File: config.mk
export PLATFORM = sky130hd
export DESIGN_NAME = pc_fetch_ctrl
export DESIGN_NICKNAME = d
export VERILOG_FILES = /design/src/rtl/fetch_pkg.sv /design/src/rtl/fetch_timer.sv /design/src/rtl/pc_fetch_ctrl.sv
export SDC_FILE = /design/constraint.sdc
export NUM_CORES = 1
export LEC_CHECK = 0
export ABC_AREA = 0
export BUFFER_PORTS_ARGS = -buffer_cell sky130_fd_sc_hd__buf_2
export CORE_ASPECT_RATIO = 1.2
export CORE_MARGIN = 8
export CORE_UTILIZATION = 54
export DETAILED_ROUTE_END_ITERATION = 12
export PLACE_DENSITY = 0.84
export SYNTH_ARGS = -nofsm -noshare
export SYNTH_HDL_FRONTEND = slang
export SYNTH_HIERARCHICAL = 1
export SYNTH_SLANG_ARGS = --single-unit
File: constraint.sdc
create_clock -name clk -period 3.75 [get_ports clk]
set_clock_uncertainty 0.1 [all_clocks]
set_input_delay 0.5625 -clock clk [delete_from_list [all_inputs] [get_ports clk]]
set_output_delay 0.5625 -clock clk [all_outputs]
set_load 0.1 [all_outputs]
File: src/rtl/fetch_pkg.sv
// Shared definitions for the PC fetch sequencer: FSM state encoding,
// PC increment and PCSrc select values.
package fetch_pkg;

    typedef enum logic [2:0] {
        ST_IDLE  = 3'd0,
        ST_FETCH = 3'd1,
        ST_WAIT  = 3'd2,
        ST_ISSUE = 3'd3,
        ST_ERR   = 3'd4
    } fetch_state_t;

    localparam logic [31:0] PC_INC    = 32'd4;
    localparam logic        PCSRC_SEQ = 1'b0;
    localparam logic        PCSRC_BR  = 1'b1;

    // Wide enough for the largest legal timeout (255).
    localparam int unsigned TMR_W = 8;

    function automatic logic pick_pc_src(input logic br_valid, input logic br_taken);
        return (br_valid && br_taken) ? PCSRC_BR : PCSRC_SEQ;
    endfunction

    // Next-PC selection that the PC register performs from pc_src.
    function automatic logic [31:0] next_pc(input logic [31:0] pc,
                                            input logic [31:0] imm_ext,
                                            input logic        src);
        return (src == PCSRC_BR) ? pc + imm_ext : pc + PC_INC;
    endfunction

endpackage

File: src/rtl/fetch_timer.sv
// Loadable up-counter with clear and terminal-count flag, used to bound
// the wait for an instruction-memory acknowledge.
module fetch_timer
    import fetch_pkg::*;
#(
    parameter int unsigned TIMEOUT_CYC = 16
) (
    input  logic             clk,
    input  logic             areset,
    input  logic             clear,
    input  logic             load,
    input  logic [TMR_W-1:0] load_val,
    input  logic             inc,
    output logic             tc
);

    logic [TMR_W-1:0] count;

    always_ff @(posedge clk or negedge areset) begin
        if (!areset) begin
            count <= '0;
        end else if (clear) begin
            count <= '0;
        end else if (load) begin
            count <= load_val;
        end else if (inc) begin
            count <= count + 1'b1;
        end
    end

    assign tc = (count == TMR_W'(TIMEOUT_CYC - 1));

endmodule

File: src/rtl/pc_fetch_ctrl.sv
// Multi-cycle fetch sequencer: requests instructions, hands them to decode
// and pulses pc_load exactly once per accepted instruction.
module pc_fetch_ctrl
    import fetch_pkg::*;
#(
    parameter int unsigned TIMEOUT_CYC = 16,
    parameter int unsigned RET_W       = 32
) (
    input  logic             clk,
    input  logic             areset,
    input  logic             run,
    input  logic             halt,
    output logic             imem_req,
    input  logic             imem_ack,
    input  logic [31:0]      imem_rdata,
    output logic [31:0]      instr,
    output logic             instr_valid,
    input  logic             dec_ready,
    input  logic             br_valid,
    input  logic             br_taken,
    output logic             pc_load,
    output logic             pc_src,
    output logic             busy,
    output logic             err,
    output logic [RET_W-1:0] retired
);

    fetch_state_t state, state_nx;

    logic stop;
    logic hs;
    logic tmr_clear;
    logic tmr_inc;
    logic tmr_tc;

    // A dropped run is treated exactly like halt: honoured only at boundaries.
    assign stop = halt | ~run;
    assign hs   = (state == ST_ISSUE) & instr_valid & dec_ready;

    fetch_timer #(
        .TIMEOUT_CYC(TIMEOUT_CYC)
    ) u_timer (
        .clk      (clk),
        .areset   (areset),
        .clear    (tmr_clear),
        .load     (1'b0),
        .load_val ('0),
        .inc      (tmr_inc),
        .tc       (tmr_tc)
    );

    always_comb begin
        state_nx  = state;
        imem_req  = 1'b0;
        tmr_clear = 1'b1;
        tmr_inc   = 1'b0;
        case (state)
            ST_IDLE: begin
                if (!stop) state_nx = ST_FETCH;
            end
            ST_FETCH: begin
                if (stop) begin
                    state_nx = ST_IDLE;
                end else begin
                    imem_req = 1'b1;
                    state_nx = ST_WAIT;
                end
            end
            ST_WAIT: begin
                imem_req  = 1'b1;
                tmr_clear = imem_ack;
                tmr_inc   = ~imem_ack;
                if (imem_ack)    state_nx = ST_ISSUE;
                else if (tmr_tc) state_nx = ST_ERR;
            end
            ST_ISSUE: begin
                if (hs) state_nx = stop ? ST_IDLE : ST_FETCH;
            end
            ST_ERR: begin
                state_nx = ST_ERR;
            end
            default: begin
                state_nx = ST_IDLE;
            end
        endcase
    end

    always_ff @(posedge clk or negedge areset) begin
        if (!areset) begin
            state       <= ST_IDLE;
            instr       <= '0;
            instr_valid <= 1'b0;
            err         <= 1'b0;
            retired     <= '0;
        end else begin
            state <= state_nx;
            if (state == ST_WAIT) begin
                if (imem_ack) begin
                    instr       <= imem_rdata;
                    instr_valid <= 1'b1;
                end else if (tmr_tc) begin
                    err   <= 1'b1;
                    instr <= '0;
                end
            end
            if (hs) begin
                instr_valid <= 1'b0;
                retired     <= retired + RET_W'(1);
            end
        end
    end

    assign pc_load = hs;
    assign pc_src  = hs ? pick_pc_src(br_valid, br_taken) : PCSRC_SEQ;
    assign busy    = (state != ST_IDLE) && (state != ST_ERR);

endmodule
### Yosys cells after proc, flatten, opt, wreduce, memory -nomap -nowiden

Index checks and enable logic that the tools add are counted.

* $add $sub $neg: 2
* eq/ne operators: 9
* multiplexer cells: 20
* bitwise operators: 5
* reductions and logical operators: 12

Operators with widths (number)
* 32-bit 2-to-1 mux: 2
* 32-bit by 1-bit adder with 32-bit output, second input constant: 1
* 8-bit 2-to-1 mux: 2
* 3-bit one-hot mux with 5 select lines: 1
* 3-bit 2-to-1 mux: 4
* 1-bit 2-to-1 mux: 9
* 8-bit by 1-bit adder with 8-bit output, second input constant: 1
* 8-bit by 4-bit equality test with 1-bit output, second input constant: 1
* 2-bit nonzero test: 4
* 3-bit by 2-bit equality test with 1-bit output, second input constant: 2
* 3-bit != test, second input constant: 2
* 3-bit AND reduction: 2
* 2-bit != test, second input constant: 2
* 2-bit AND reduction: 2
* 3-bit by 1-bit equality test with 1-bit output, second input constant: 1
* 3-bit equality test, second input constant: 1
* 3-bit zero test: 1
* 3-bit nonzero test: 1
* 1-bit AND: 2
* 1-bit logical AND: 2
* 2-bit 2-to-1 mux: 1
* 1-bit NOT: 2
* 1-bit one-hot mux with 2 select lines: 1
* 1-bit bitwise OR: 1

* flip-flop bits (word level): 77
* input bits: 40
* output and inout bits: 70

### Longest topological paths before layout

* word-level depth: 5
* gate-level depth with buffers: 7

### Modules after synthesis

The synthesis kept the hierarchy.

By module, submodules not included
* pc_fetch_ctrl: times used 1, cells each 239, area an instance 2919.0 um^2
* fetch_timer: times used 1, cells each 50, area an instance 465.4 um^2

### Worst setup path after synthesis

No wires, ideal clock.

* path kind: flip-flop to output port
* from: register instr_valid
* to: output port pc_src
* arrival: 3.683 ns
* setup slack: -0.596 ns
* stages on the path, launching flop included: 4
* path buffers: 0
* cell sequence: dfrtp_1 > nand3_2 > nor2_1 > and3_1

* word-level cells in the longest chain between the ends: 3

Ends and longest elaborated chain
* start: declaration: RTL line pc_fetch_ctrl.sv:17 `output logic instr_valid,`
* start signal: assignment: RTL line pc_fetch_ctrl.sv:92 `instr_valid <= 1'b0;`
* start signal: assignment: RTL line pc_fetch_ctrl.sv:100 `instr_valid <= 1'b1;`
* start signal: assignment: RTL line pc_fetch_ctrl.sv:107 `instr_valid <= 1'b0;`
* 1-bit AND (2 in a row): RTL line pc_fetch_ctrl.sv:38 `assign hs = (state == ST_ISSUE) & instr_valid & dec_ready;`
* via pc_load: RTL line pc_fetch_ctrl.sv:21 `output logic pc_load,`
* 1-bit 2-to-1 mux: RTL line pc_fetch_ctrl.sv:114 `assign pc_src = hs ? pick_pc_src(br_valid, br_taken) : PCSRC_SEQ;`
* end: declaration: RTL line pc_fetch_ctrl.sv:22 `output logic pc_src,`

The timed path passes the listed nets, and every way through them passes these cells.

### Final worst setup path

* from: register state[0]
* to: output port pc_src

* word-level cells in the longest chain between the ends: 4

Ends and longest elaborated chain
* start: declaration: RTL line pc_fetch_ctrl.sv:28 `fetch_state_t state, state_nx;`
* start signal: assignment: RTL line pc_fetch_ctrl.sv:96 `state <= state_nx;`
* 3-bit by 2-bit equality test with 1-bit output: RTL line pc_fetch_ctrl.sv:38
* 1-bit AND (2 in a row): RTL line pc_fetch_ctrl.sv:38
* 1-bit 2-to-1 mux: RTL line pc_fetch_ctrl.sv:114

Every way passes these cells.

==> flow_metrics.tcl <==
set metrics [dict create \
    antenna-diode-count 0 \
    crit_start "state[0]" \
    die_w_um 88.27 \
    powerDensity_nw_per_um2 907.9 \
    reg2reg_to "u_timer/count[6]" \
    setup_slack_ns 1.095 \
    crit_required_ns 3.09 \
    finalPower_mw 3.900 \
    yosysWarnings 6 \
    timing.hold.ws_ns 0.2375 \
    core_um2 6051 \
    start_util_pct 55.93 \
    dp.cells 481 \
    fin_cells 497 \
    finalMaxSlewViolations 0 \
    dr_wl_met3_um 592 \
    portBuffers 109 \
    die-area_um2 9068 \
    rows 31 \
    worst_pin_slew_ns 0.9267 \
    nFillCells 446 \
    grt_pass1_vias 2843 \
    die_h_um 102.7 \
    slew_headroom_pct 38.22 \
    yosysUniqueCellTypes 43 \
    cts.sinks 77 \
    critPathMaxFanout 11 \
    synth_simple_gate_area_share_pct 18.37 \
    synth.area.mux_share_pct 0.6654 \
    synth_top_family_by_area "simple AND/OR/NAND/NOR gates" \
    highest_layer "met4" \
    end_kind "output pin" \
    root_buffer "clkbuf_8" \
    rrSetupSlack_ns 1.31 \
    maxCapViolations 0 \
    syn_inst 289 \
    grt_max_degree 78 \
    ant_nets 0 \
    p_leak_nw 2.221 \
    synth_seq_area_share_pct 56.93 \
    synth_compound_area_share_pct 11.90 \
    clk_latency_ns 0.34 \
    num_vias 2728 \
    rsz0062_at_grt "false" \
    clock_path_buffers 2 \
    final_core_util_pct 70.99 \
    hold_class "in -> async" \
    ir_worst_vdd_uv 818.0 \
    drtIter0Drc 108 \
    clkTransAtPathRegs_ns 0.08 \
    syn_to_final_growth_pct 26.91 \
    r2r_cells 5 \
    synthesis.area_um2 3384 \
    grt.overflow.total 0 \
    fin_area_um2 4295 \
    wl_met2_um 4078 \
    ctsResizeCount 0 \
    critPathKind "reg -> out" \
    ctsHtreeMaxLevel 3 \
    wl_per_cell_um 16.11 \
    remaining_drc_errors 0 \
    avgViaCountPerCell 5.489 \
    met1_length_um 3202 \
    crit_path_top_delay_cell "dfrtp_1" \
    max_freq_mhz 376.6 \
    syn_avg_cell_area_um2 11.71 \
    fin_crit_ns 2.655 \
    finalHoldViolCount 0 \
    synth-seq-cells 77 \
    status "finished, final reports clean" \
    tritoncts "yes" \
    endpoint "pc_src" \
    routabilityCongestion 0.7621 \
    timing.rr.start "state[2]" \
    tns_ns 0 \
    synth_xor_area_share_pct 9.279 \
    routed_wl_um 8009 \
    drive_above_1_share_pct 34.46 \
    cts.hold.buffers_added 0 \
    finalSetupViolations 0 \
    grt_usage_pct 18.61 \
    worstPathArrival_ns 1.99 \
    pre_cts_ws_ns 1.299 \
    io_pins 110 \
    dp_hpwl_um 5947 \
    cts_made_buffers 9 \
    finalCritPeriodShare_pct 70.80 \
    post_cts_buffers 0 \
    nets 452 \
    cp-start-kind "flip-flop" \
    antenna_found_initial 0 \
    drtPass1Iterations 4 \
    cpPeakStageDelay_ns 0.58 \
    crit_chain "nand3_2, nor2_4, and3_1, buf_2" \
    place_area_um2 4056 \
    synth_fa_ha_area_share_pct 0.7394 \
    grt_pass1_wl_um 13020 \
]
## area by class of cell
cell class | instances | area [µm²] | area share, %
Clock buffer | 10 | 127.6 | 2.971
Clock inverter | 6 | 111.4 | 2.592
Inverter | 5 | 18.77 | 0.4369
Multi-Input combinational cell | 206 | 1445 | 33.64
Sequential cell | 77 | 1927 | 44.86
Tap cell | 82 | 102.6 | 2.389
Timing Repair Buffer | 111 | 563.0 | 13.11
## cells by family (layout without fill, tap and decap cells)
| logic type | after synthesis | after routing |
|---|---|---|
| other | 1 | 11 |
| muxes | 2 | 2 |
| xor gates and xnor gates | 35 | 35 |
| and+or+nand+nor | 105 | 105 |
| adders and majority gates | 2 | 2 |
| buffers and inverters | 16 | 132 |
| AOI/OAI and AO/OA | 51 | 51 |
| DFF | 77 | 77 |
## worst min path at each step
| stage | start | endpoint | slack (ns) | cells past startpoint |
|---|---|---|---|---|
| 2_1_floorplan | areset | err | 0.17 | 0 |
| 3_3_place_gp | err | err | 0.34 | 1 |
| 4_1_cts | areset | retired[13] | 0.28 | 1 |
| 6_report | areset | retired[13] | 0.24 | 1 |
| 5_1_grt | areset | retired[13] | 0.32 | 1 |
| 3_5_place_dp | err | err | 0.35 | 1 |
## report_power, final
group          leakage [nW]  total (mW)  internal [mW]  switching, mW
Combinational          1.09        2.00          0.334           1.66
Clock                 0.116       0.737          0.442          0.295
Sequential             1.02        1.17           1.02          0.146
Total                  2.22        3.90           1.80           2.10
## sequential cells by signal, summed over array words and instances (netlist names)
register,cells
instr,32
err,1
state,3
instr_valid,1
retired,32
u_timer/count,8
## worst max-delay path, delay by kind of cell, from the launching register on
| kind | cells | cell delay [ns] |
|---|---|---|
| AND/OR/NAND/NOR | 3 | 0.65 |
| buffers and inverters | 1 | 0.42 |
| flip-flops | 1 | 0.58 |
## Yosys cell counts (all sizes together)
library cell	n	area, µm²
conb	1	3.750
a21oi	5	25.02
nor4	4	43.80
o21ai	4	20.01
o22ai	1	6.260
nor3	11	55.05
ha	2	25.02
nor3b	1	12.51
a211oi	3	22.52
nor2b	2	12.51
clkbuf	9	33.78
nand2	17	63.81
xor2	13	113.9
a21o	2	15.01
nand3	10	55.05
nor2	14	52.55
xnor2	22	200.2
nand4	18	118.9
a311oi	3	26.28
and2	3	20.02
and4	5	43.79
inv	5	18.77
or4	1	11.26
a21boi	1	7.510
nand3b	1	7.510
or3	4	30.03
buf	2	15.01
dfrtp	77	1927
nand4b	2	17.52
nand2b	3	18.77
and3	6	37.54
mux2	2	22.52
or3b	1	8.760
or2	2	12.51
a22o	32	280.3
## layer usage
metal | GRT usage, % | vias up
met5 | 0 | -
met4 | 9.648 | 0
li1 | - | 1282
met2 | 31.15 | 104
met1 | 21.23 | 1329
met3 | 5.024 | 13
## cells in the final DEF, fill, tap and decap left out, types with 11 or more instances in the layout
cell type and n:
nand4_1 17, dfrtp_1 77, a22o_1 32, xor2_1 13, nand2_1 17, nor2_1 13, buf_2 108, conb_1 11
nor3_1 11, xnor2_1 21
(Power assumes the default switching activity.)
